File: src/rtl/hsid_x_ctrl_regs.sv
// HSID-X control/status register block: job configuration, start/clear pulses, status and MSE readback.
// Optional bus monitor (simulation only) is compiled in when HSID_X_CTRL_REG_DEBUG_EN is defined.
package hsid_x_reg_pkg;
  localparam int HSID_WORD_WIDTH        = 32;
  localparam int HSID_HSP_BANDS_WIDTH   = 9;
  localparam int HSID_HSP_LIBRARY_WIDTH = 13;

  typedef struct packed {
    logic [31:0] addr;
    logic        write;
    logic [31:0] wdata;
    logic [3:0]  wstrb;
    logic        valid;
  } reg_req_t;

  typedef struct packed {
    logic [31:0] rdata;
    logic        error;
    logic        ready;
  } reg_rsp_t;

  typedef enum logic [3:0] {
    HSID_X_CTRL_STATUS              = 4'd0,
    HSID_X_CTRL_LIBRARY_SIZE        = 4'd1,
    HSID_X_CTRL_PIXEL_BANDS         = 4'd2,
    HSID_X_CTRL_CAPTURED_PIXEL_ADDR = 4'd3,
    HSID_X_CTRL_LIBRARY_PIXEL_ADDR  = 4'd4,
    HSID_X_CTRL_MSE_MIN_REF         = 4'd5,
    HSID_X_CTRL_MSE_MIN_VALUE       = 4'd6,
    HSID_X_CTRL_MSE_MAX_REF         = 4'd7,
    HSID_X_CTRL_MSE_MAX_VALUE       = 4'd8
  } hsid_x_ctrl_id_e;
endpackage

module hsid_x_ctrl_regs
  import hsid_x_reg_pkg::*;
#(
  parameter int WORD_WIDTH        = HSID_WORD_WIDTH,
  parameter int HSP_BANDS_WIDTH   = HSID_HSP_BANDS_WIDTH,
  parameter int HSP_LIBRARY_WIDTH = HSID_HSP_LIBRARY_WIDTH
) (
  input  logic                         clk,
  input  logic                         rst_n,
  input  reg_req_t                     reg_req,
  output reg_rsp_t                     reg_rsp,
  output logic                         start,
  output logic                         clear,
  input  logic                         idle,
  input  logic                         ready,
  input  logic                         done,
  input  logic                         error,
  output logic [HSP_LIBRARY_WIDTH-1:0] library_size,
  output logic [HSP_BANDS_WIDTH-1:0]   pixel_bands,
  output logic [WORD_WIDTH-1:0]        captured_pixel_addr,
  output logic [WORD_WIDTH-1:0]        library_pixel_addr,
  input  logic [HSP_LIBRARY_WIDTH-1:0] mse_min_ref,
  input  logic [HSP_LIBRARY_WIDTH-1:0] mse_max_ref,
  input  logic [WORD_WIDTH-1:0]        mse_min_value,
  input  logic [WORD_WIDTH-1:0]        mse_max_value
);

  logic                         addr_ok;
  logic                         wr_en;
  logic                         rd_en;
  hsid_x_ctrl_id_e              reg_id;
  logic [31:0]                  wmask;
  logic                         start_reg;
  logic                         clear_reg;
  logic [HSP_LIBRARY_WIDTH-1:0] library_size_reg;
  logic [HSP_BANDS_WIDTH-1:0]   pixel_bands_reg;
  logic [WORD_WIDTH-1:0]        captured_pixel_addr_reg;
  logic [WORD_WIDTH-1:0]        library_pixel_addr_reg;

  // Only word-aligned offsets up to the last MSE register decode; the rest raise error.
  assign addr_ok = (reg_req.addr[1:0] == 2'b00) && (reg_req.addr <= 32'h20);
  assign wr_en   = reg_req.valid & reg_req.write & addr_ok;
  assign rd_en   = reg_req.valid & ~reg_req.write & addr_ok;
  assign reg_id  = hsid_x_ctrl_id_e'(reg_req.addr[5:2]);

  for (genvar gi = 0; gi < 4; gi++) begin : g_byte_mask
    assign wmask[8*gi +: 8] = {8{reg_req.wstrb[gi]}};
  end

  function automatic logic [31:0] merge(input logic [31:0] old_v, input logic [31:0] new_v,
                                        input logic [31:0] mask);
    return (old_v & ~mask) | (new_v & mask);
  endfunction

  always_ff @(posedge clk) begin
    if (!rst_n) begin
      start_reg               <= 1'b0;
      clear_reg               <= 1'b0;
      library_size_reg        <= '0;
      pixel_bands_reg         <= '0;
      captured_pixel_addr_reg <= '0;
      library_pixel_addr_reg  <= '0;
    end else begin
      start_reg <= wr_en && (reg_id == HSID_X_CTRL_STATUS) && reg_req.wstrb[0] && reg_req.wdata[0];
      clear_reg <= wr_en && (reg_id == HSID_X_CTRL_STATUS) && reg_req.wstrb[0] && reg_req.wdata[4];
      if (wr_en) begin
        case (reg_id)
          HSID_X_CTRL_LIBRARY_SIZE:
            library_size_reg <= HSP_LIBRARY_WIDTH'(merge(32'(library_size_reg), reg_req.wdata, wmask));
          HSID_X_CTRL_PIXEL_BANDS:
            pixel_bands_reg <= HSP_BANDS_WIDTH'(merge(32'(pixel_bands_reg), reg_req.wdata, wmask));
          HSID_X_CTRL_CAPTURED_PIXEL_ADDR:
            captured_pixel_addr_reg <= WORD_WIDTH'(merge(32'(captured_pixel_addr_reg), reg_req.wdata, wmask));
          HSID_X_CTRL_LIBRARY_PIXEL_ADDR:
            library_pixel_addr_reg <= WORD_WIDTH'(merge(32'(library_pixel_addr_reg), reg_req.wdata, wmask));
          default: ;
        endcase
      end
    end
  end

  always_comb begin
    reg_rsp       = '0;
    reg_rsp.ready = 1'b1;
    reg_rsp.error = reg_req.valid & ~addr_ok;
    if (rd_en) begin
      case (reg_id)
        HSID_X_CTRL_STATUS:              reg_rsp.rdata = 32'({error, 1'b0, done, ready, idle, 1'b0});
        HSID_X_CTRL_LIBRARY_SIZE:        reg_rsp.rdata = 32'(library_size_reg);
        HSID_X_CTRL_PIXEL_BANDS:         reg_rsp.rdata = 32'(pixel_bands_reg);
        HSID_X_CTRL_CAPTURED_PIXEL_ADDR: reg_rsp.rdata = 32'(captured_pixel_addr_reg);
        HSID_X_CTRL_LIBRARY_PIXEL_ADDR:  reg_rsp.rdata = 32'(library_pixel_addr_reg);
        HSID_X_CTRL_MSE_MIN_REF:         reg_rsp.rdata = 32'(mse_min_ref);
        HSID_X_CTRL_MSE_MIN_VALUE:       reg_rsp.rdata = 32'(mse_min_value);
        HSID_X_CTRL_MSE_MAX_REF:         reg_rsp.rdata = 32'(mse_max_ref);
        HSID_X_CTRL_MSE_MAX_VALUE:       reg_rsp.rdata = 32'(mse_max_value);
        default:                         reg_rsp.rdata = '0;
      endcase
    end
  end

  assign start               = start_reg;
  assign clear               = clear_reg;
  assign library_size        = library_size_reg;
  assign pixel_bands         = pixel_bands_reg;
  assign captured_pixel_addr = captured_pixel_addr_reg;
  assign library_pixel_addr  = library_pixel_addr_reg;

`ifdef HSID_X_CTRL_REG_DEBUG_EN
  always_ff @(posedge clk) begin
    if (reg_req.valid) begin
      $display("%0t hsid_x_ctrl_regs %s addr=%08h data=%08h err=%0b", $time,
               reg_req.write ? "W" : "R", reg_req.addr,
               reg_req.write ? reg_req.wdata : reg_rsp.rdata, reg_rsp.error);
      if (!reg_rsp.ready) $error("hsid_x_ctrl_regs: ready low during valid access");
    end
  end
`else
  // No bus monitor in this build.
`endif

endmodule

File: config.mk
export PLATFORM = sky130hd
export DESIGN_NAME = hsid_x_ctrl_regs
export DESIGN_NICKNAME = d
export VERILOG_FILES = /design/src/rtl/hsid_x_ctrl_regs.sv
export SDC_FILE = /design/constraint.sdc
export NUM_CORES = 1
export LEC_CHECK = 0
export ABC_AREA = 1
export BUFFER_PORTS_ARGS = -buffer_cell sky130_fd_sc_hd__buf_2
export CELL_PAD_IN_SITES_DETAIL_PLACEMENT = 1
export CELL_PAD_IN_SITES_GLOBAL_PLACEMENT = 2
export CORE_MARGIN = 1
export CORE_UTILIZATION = 21
export CTS_CLUSTER_SIZE = 16
export DETAILED_ROUTE_END_ITERATION = 10
export GPL_TIMING_DRIVEN = 0
export PLACE_DENSITY_LB_ADDON = 0.1
export SETUP_SLACK_MARGIN = 0.02
export SLEW_MARGIN = 20
export SYNTH_ARGS = -nofsm -noshare
export SYNTH_HDL_FRONTEND = slang
export SYNTH_SLANG_ARGS = --single-unit
export TNS_END_PERCENT = 30
File: constraint.sdc
create_clock -name clk -period 1.5 [get_ports clk]
set_input_delay 0.075 -clock clk [delete_from_list [all_inputs] [get_ports clk]]
set_output_delay 0.075 -clock clk [all_outputs]
set_load 0.02 [all_outputs]
==> reports/summary.txt <==
OUTCOME
------------------------------------------------------------------------------------------
Outcome                                                                       complete, but fails checks
Violated checks                                                               setup timing

HOLD PATH
------------------------------------------------------------------------------------------
Hold path start                                                                 reg_req[7]
Type of the most critical hold path                                                 in2reg
Hold Path Cell Cnt                                                                       3

WORST SETUP PATH
------------------------------------------------------------------------------------------
Worst reg2reg path depth                                                                 4
Data arrival at the endpoint of the critical path                                  1.64 ns
Cell seen most often among critical-path stages                                     buf_12
Critical path, cell by cell                                                   buf_4, nor2_4, nand2_1, nand2_2, nand3_2, nor2_4, buf_12, nand3_4, buf_12, buf_12, a21oi_4, buf_6
Bufs and invs on worst path                                                              5
Worst-path maximum fanout                                                                5
Type of the worst setup path                                                        in2out
R2R setup slack                                                                    0.77 ns
Largest stage delay, worst path                                                    0.19 ns
Standard cell with the maximum stage delay on the critical path                     nor2_4
Setup crit start kind                                                         primary input
Kind of cell adding the most delay to the critical path                       buffers and inverters
Critical Path RT                                                                   1.42 ns
Sort of element at the end of the critical path                                output port

STA
------------------------------------------------------------------------------------------
Slew headroom                                                                       0.5180
Unrepaired setup endpoints after global routing                                        yes
Final setup viols                                                                       42
Period minus WS final                                                             1.711 ns
Worst path setup slack after routing                                            -0.2107 ns
Setup TNS after final layout                                                     -5.232 ns
Final worst-path cycle share                                                         1.140
Upper clock frequency limit                                                      584.6 MHz
Measured slew at the worst slew-check pin                                        0.7229 ns
Final Hold Viols                                                                         0
Clock skew                                                                            0 ns
Max-slew violation count                                                                 0

PLACE
------------------------------------------------------------------------------------------
Placed standard-cell area                                                     0.006898 mm2
Routability cong.                                                                   0.7797
Number of I/O port buffers                                                             284
Detailed-placement wirelength estimate                                           19,980 um

DRT
------------------------------------------------------------------------------------------
Final Routed Wirelength                                                          27,020 um
Final antenna-violating net count                                                        0
Drc violations                                                                           0
Number of detailed-route iterations in the first pass                                    4
Vias/cell                                                                            4.292
Number of DRC markers after the initial detailed-route iteration                       268
Routed wire per std cell                                                          17.72 um
Via count                                                                            6,545

PWR
------------------------------------------------------------------------------------------
Portion of total power attributed to sequential cells                                0.428
Fraction of power consumed by the clock network                                      0.449
Switching portion of total power                                                    0.2698
Total internal power                                                            0.003979 W
Leakage power                                                                     4.459 nW
Comb pwr share                                                                       0.123
Maximum resistive drop on vdd                                                     550.3 uV
Power density over the cells                                                  625.4 mW/mm2
Power dissipated by switching net loads                                         0.001470 W

YOSYS
------------------------------------------------------------------------------------------
Flop and latch count out of synthesis                                                   88
Sequential-to-total area share from yosys stat                                      0.3470
Post-synthesis xor/xnor area fraction                                                    0
Synthesized net count                                                                1,017
Summed instance area of the synthesized netlist                               0.005077 mm2
Share of synthesized cell area in full adder, half adder and majority cells              0
Compound-gate portion of the synthesized area                                       0.1102
Mean cell area of the mapped netlist                                             5.966 um2
Combinational family with the most area after synthesis                       simple AND/OR/NAND/NOR gates
Proportion of synthesized area in mux cells                                              0
Number of distinct library cells after synthesis                                        26
Cell count after synthesis                                                             851
Ys Warns                                                                                 0
Simple-gate share of the synthesized area                                           0.4288

CELLS AND AREA
------------------------------------------------------------------------------------------
Layout Nets                                                                          1,367
Commonest cells after routing, fill and taps aside                            nand2_1 (263), buf_2 (245), nor2_1 (181)
Synth-to-Final Area Change                                                          71.61%
Diode insertion count for antenna repair                                                 0
Area taken by flip-flops and latches                                          0.001762 mm2
Number of fill cells in the layout                                                   3,057
Multi-input logic area                                                        0.003233 mm2
Layout cell share with drive strength beyond 1                                      0.3773
Area of all placed cells without fillers                                      0.008713 mm2
Most common cell after layout, fill and taps aside                                 nand2_1

FLOORPLANNING
------------------------------------------------------------------------------------------
Initial standard-cell utilization of the core                                       0.2150
Rows                                                                                    56
Die Footprint                                                                  0.02480 mm2
Die Y-Extent                                                                      157.5 um
Width of the chip                                                                 157.5 um
Core Region                                                                    0.02361 mm2
Top-level port count                                                                   288

CLOCK NETWORK
------------------------------------------------------------------------------------------
Clock sink count                                                                        88
Clock Latency Late Sink                                                            0.35 ns
Clock Tree Buf Depth                                                                     2
Level count of the clock H-tree                                                          3
TritonCTS clock tree                                                                 built
Clk pin slew, worst setup/hold paths                                               0.07 ns
Cell at the root of the clock tree                                               clkbuf_16
TritonCTS buffer count                                                                   9

GLOBAL ROUTING
------------------------------------------------------------------------------------------
Global route total overflow                                                              0
First-pass GRT wire length                                                       39,150 um
Pin count of the biggest net entering global routing                                    16
Via count of the first global-routing pass                                           6,475
Overall global routing resource usage                                               0.2169
Antenna violations before repair                                                         0

RUN
------------------------------------------------------------------------------------------
Number of maximum-capacitance constraint violations                                      0

## final cells by class
type,instances,area share
clock inverter,6,0.007754
inverter,105,0.04739
clock buffer,10,0.02743
tap,319,0.04581
buffer,37,0.04049
sequential,88,0.2022
timing repair buffer,339,0.2579
multi-input combinational,621,0.3711
## power by group through the flow
stage               registers [W]  clock network [W]  logic, W
finish                    0.00233            0.00245  0.000669
CTS                       0.00233            0.00250  0.000610
global placement          0.00239                  0  0.000508
global route              0.00233            0.00259  0.000726
detailed placement        0.00239                  0  0.000511
floorplan                 0.00239                  0  0.000161
## cells in the mapped netlist
library cell | n | area share
nand4_4 | 9 | 0.038
inv_2 | 2 | 0.0015
buf_2 | 13 | 0.013
nor2_2 | 3 | 0.0037
a221oi_1 | 1 | 0.0017
conb_1 | 1 | 0.00074
a211oi_1 | 1 | 0.0015
dfxtp_1 | 88 | 0.35
nand4_2 | 1 | 0.0025
nor4_1 | 1 | 0.0012
inv_1 | 101 | 0.075
o22ai_1 | 20 | 0.025
clkbuf_1 | 19 | 0.014
nor2_1 | 204 | 0.15
o21ai_0 | 17 | 0.017
nand3_1 | 5 | 0.0049
buf_1 | 1 | 0.00074
nand4_1 | 15 | 0.018
o2111ai_1 | 2 | 0.0035
clkinv_1 | 2 | 0.0015
buf_6 | 3 | 0.0067
a22o_1 | 4 | 0.0069
buf_4 | 1 | 0.0015
nand2_1 | 274 | 0.20
a21oi_1 | 56 | 0.055
nor3_1 | 7 | 0.0069
## metal layers
layer,vias up,share of wire,track usage
li1,3337,-,-
met1,3044,0.49,0.3055
met2,146,0.47,0.3557
met3,18,0.032,0.02285
met4,0,0.0097,0.04207
met5,-,0,0
## worst register-to-register path, delay by kind of cell, from the launching register on
kind                   cells  cell delay, ns
buffers and inverters      1            0.06
and+or+nand+nor            3            0.23
DFF                        1            0.38
## worst max-delay path by stage
stage / startpoint / to / slack, ns / cells past startpoint
CTS: reg_req[48] / reg_rsp[29] / -0.22 / 12
floorplan: reg_req[40] / reg_rsp[26] / 0.03 / 9
finish: reg_req[41] / reg_rsp[24] / -0.21 / 12
global route: reg_req[67] / reg_rsp[28] / -0.28 / 12
global placement: reg_req[40] / reg_rsp[6] / -0.92 / 11
detailed placement: reg_req[43] / reg_rsp[8] / -0.93 / 10
## through the flow
stage	util	instances	hold slack (ns)	total power [W]	setup WS [ns]
finish	0.3690	1525	0.01590	0.005450	-0.2107
global route	0.3690	1525	0.03319	0.005650	-0.2782
CTS	0.3458	1512	0.003394	0.005445	-0.2174
detailed placement	0.2921	1454	0.3210	0.002899	-0.9261
global placement	0.2921	1454	0.3167	0.002897	-0.9230
floorplan	-	851	0.1942	0.002550	0.03391
## kinds of logic (layout without fill, tap and decap cells)
group           after synthesis  count (layout)
compound gates              101             101
buf+inv                     142             497
flops                        88              88
simple gates                519             519
other cells                   1               1
## repair_timing
item | in CTS | in global routing
endpoints found under the hold margin | 47 | 0
endpoints found under the setup margin | 119 | 119
resized for setup | 150 | 112
cloned | 3 | 1
hold buffers | 24 | 0
pin swaps | 8 | 24
buffers inserted | 15 | 13
No activity file was read; power rests on OpenSTA's default activity.
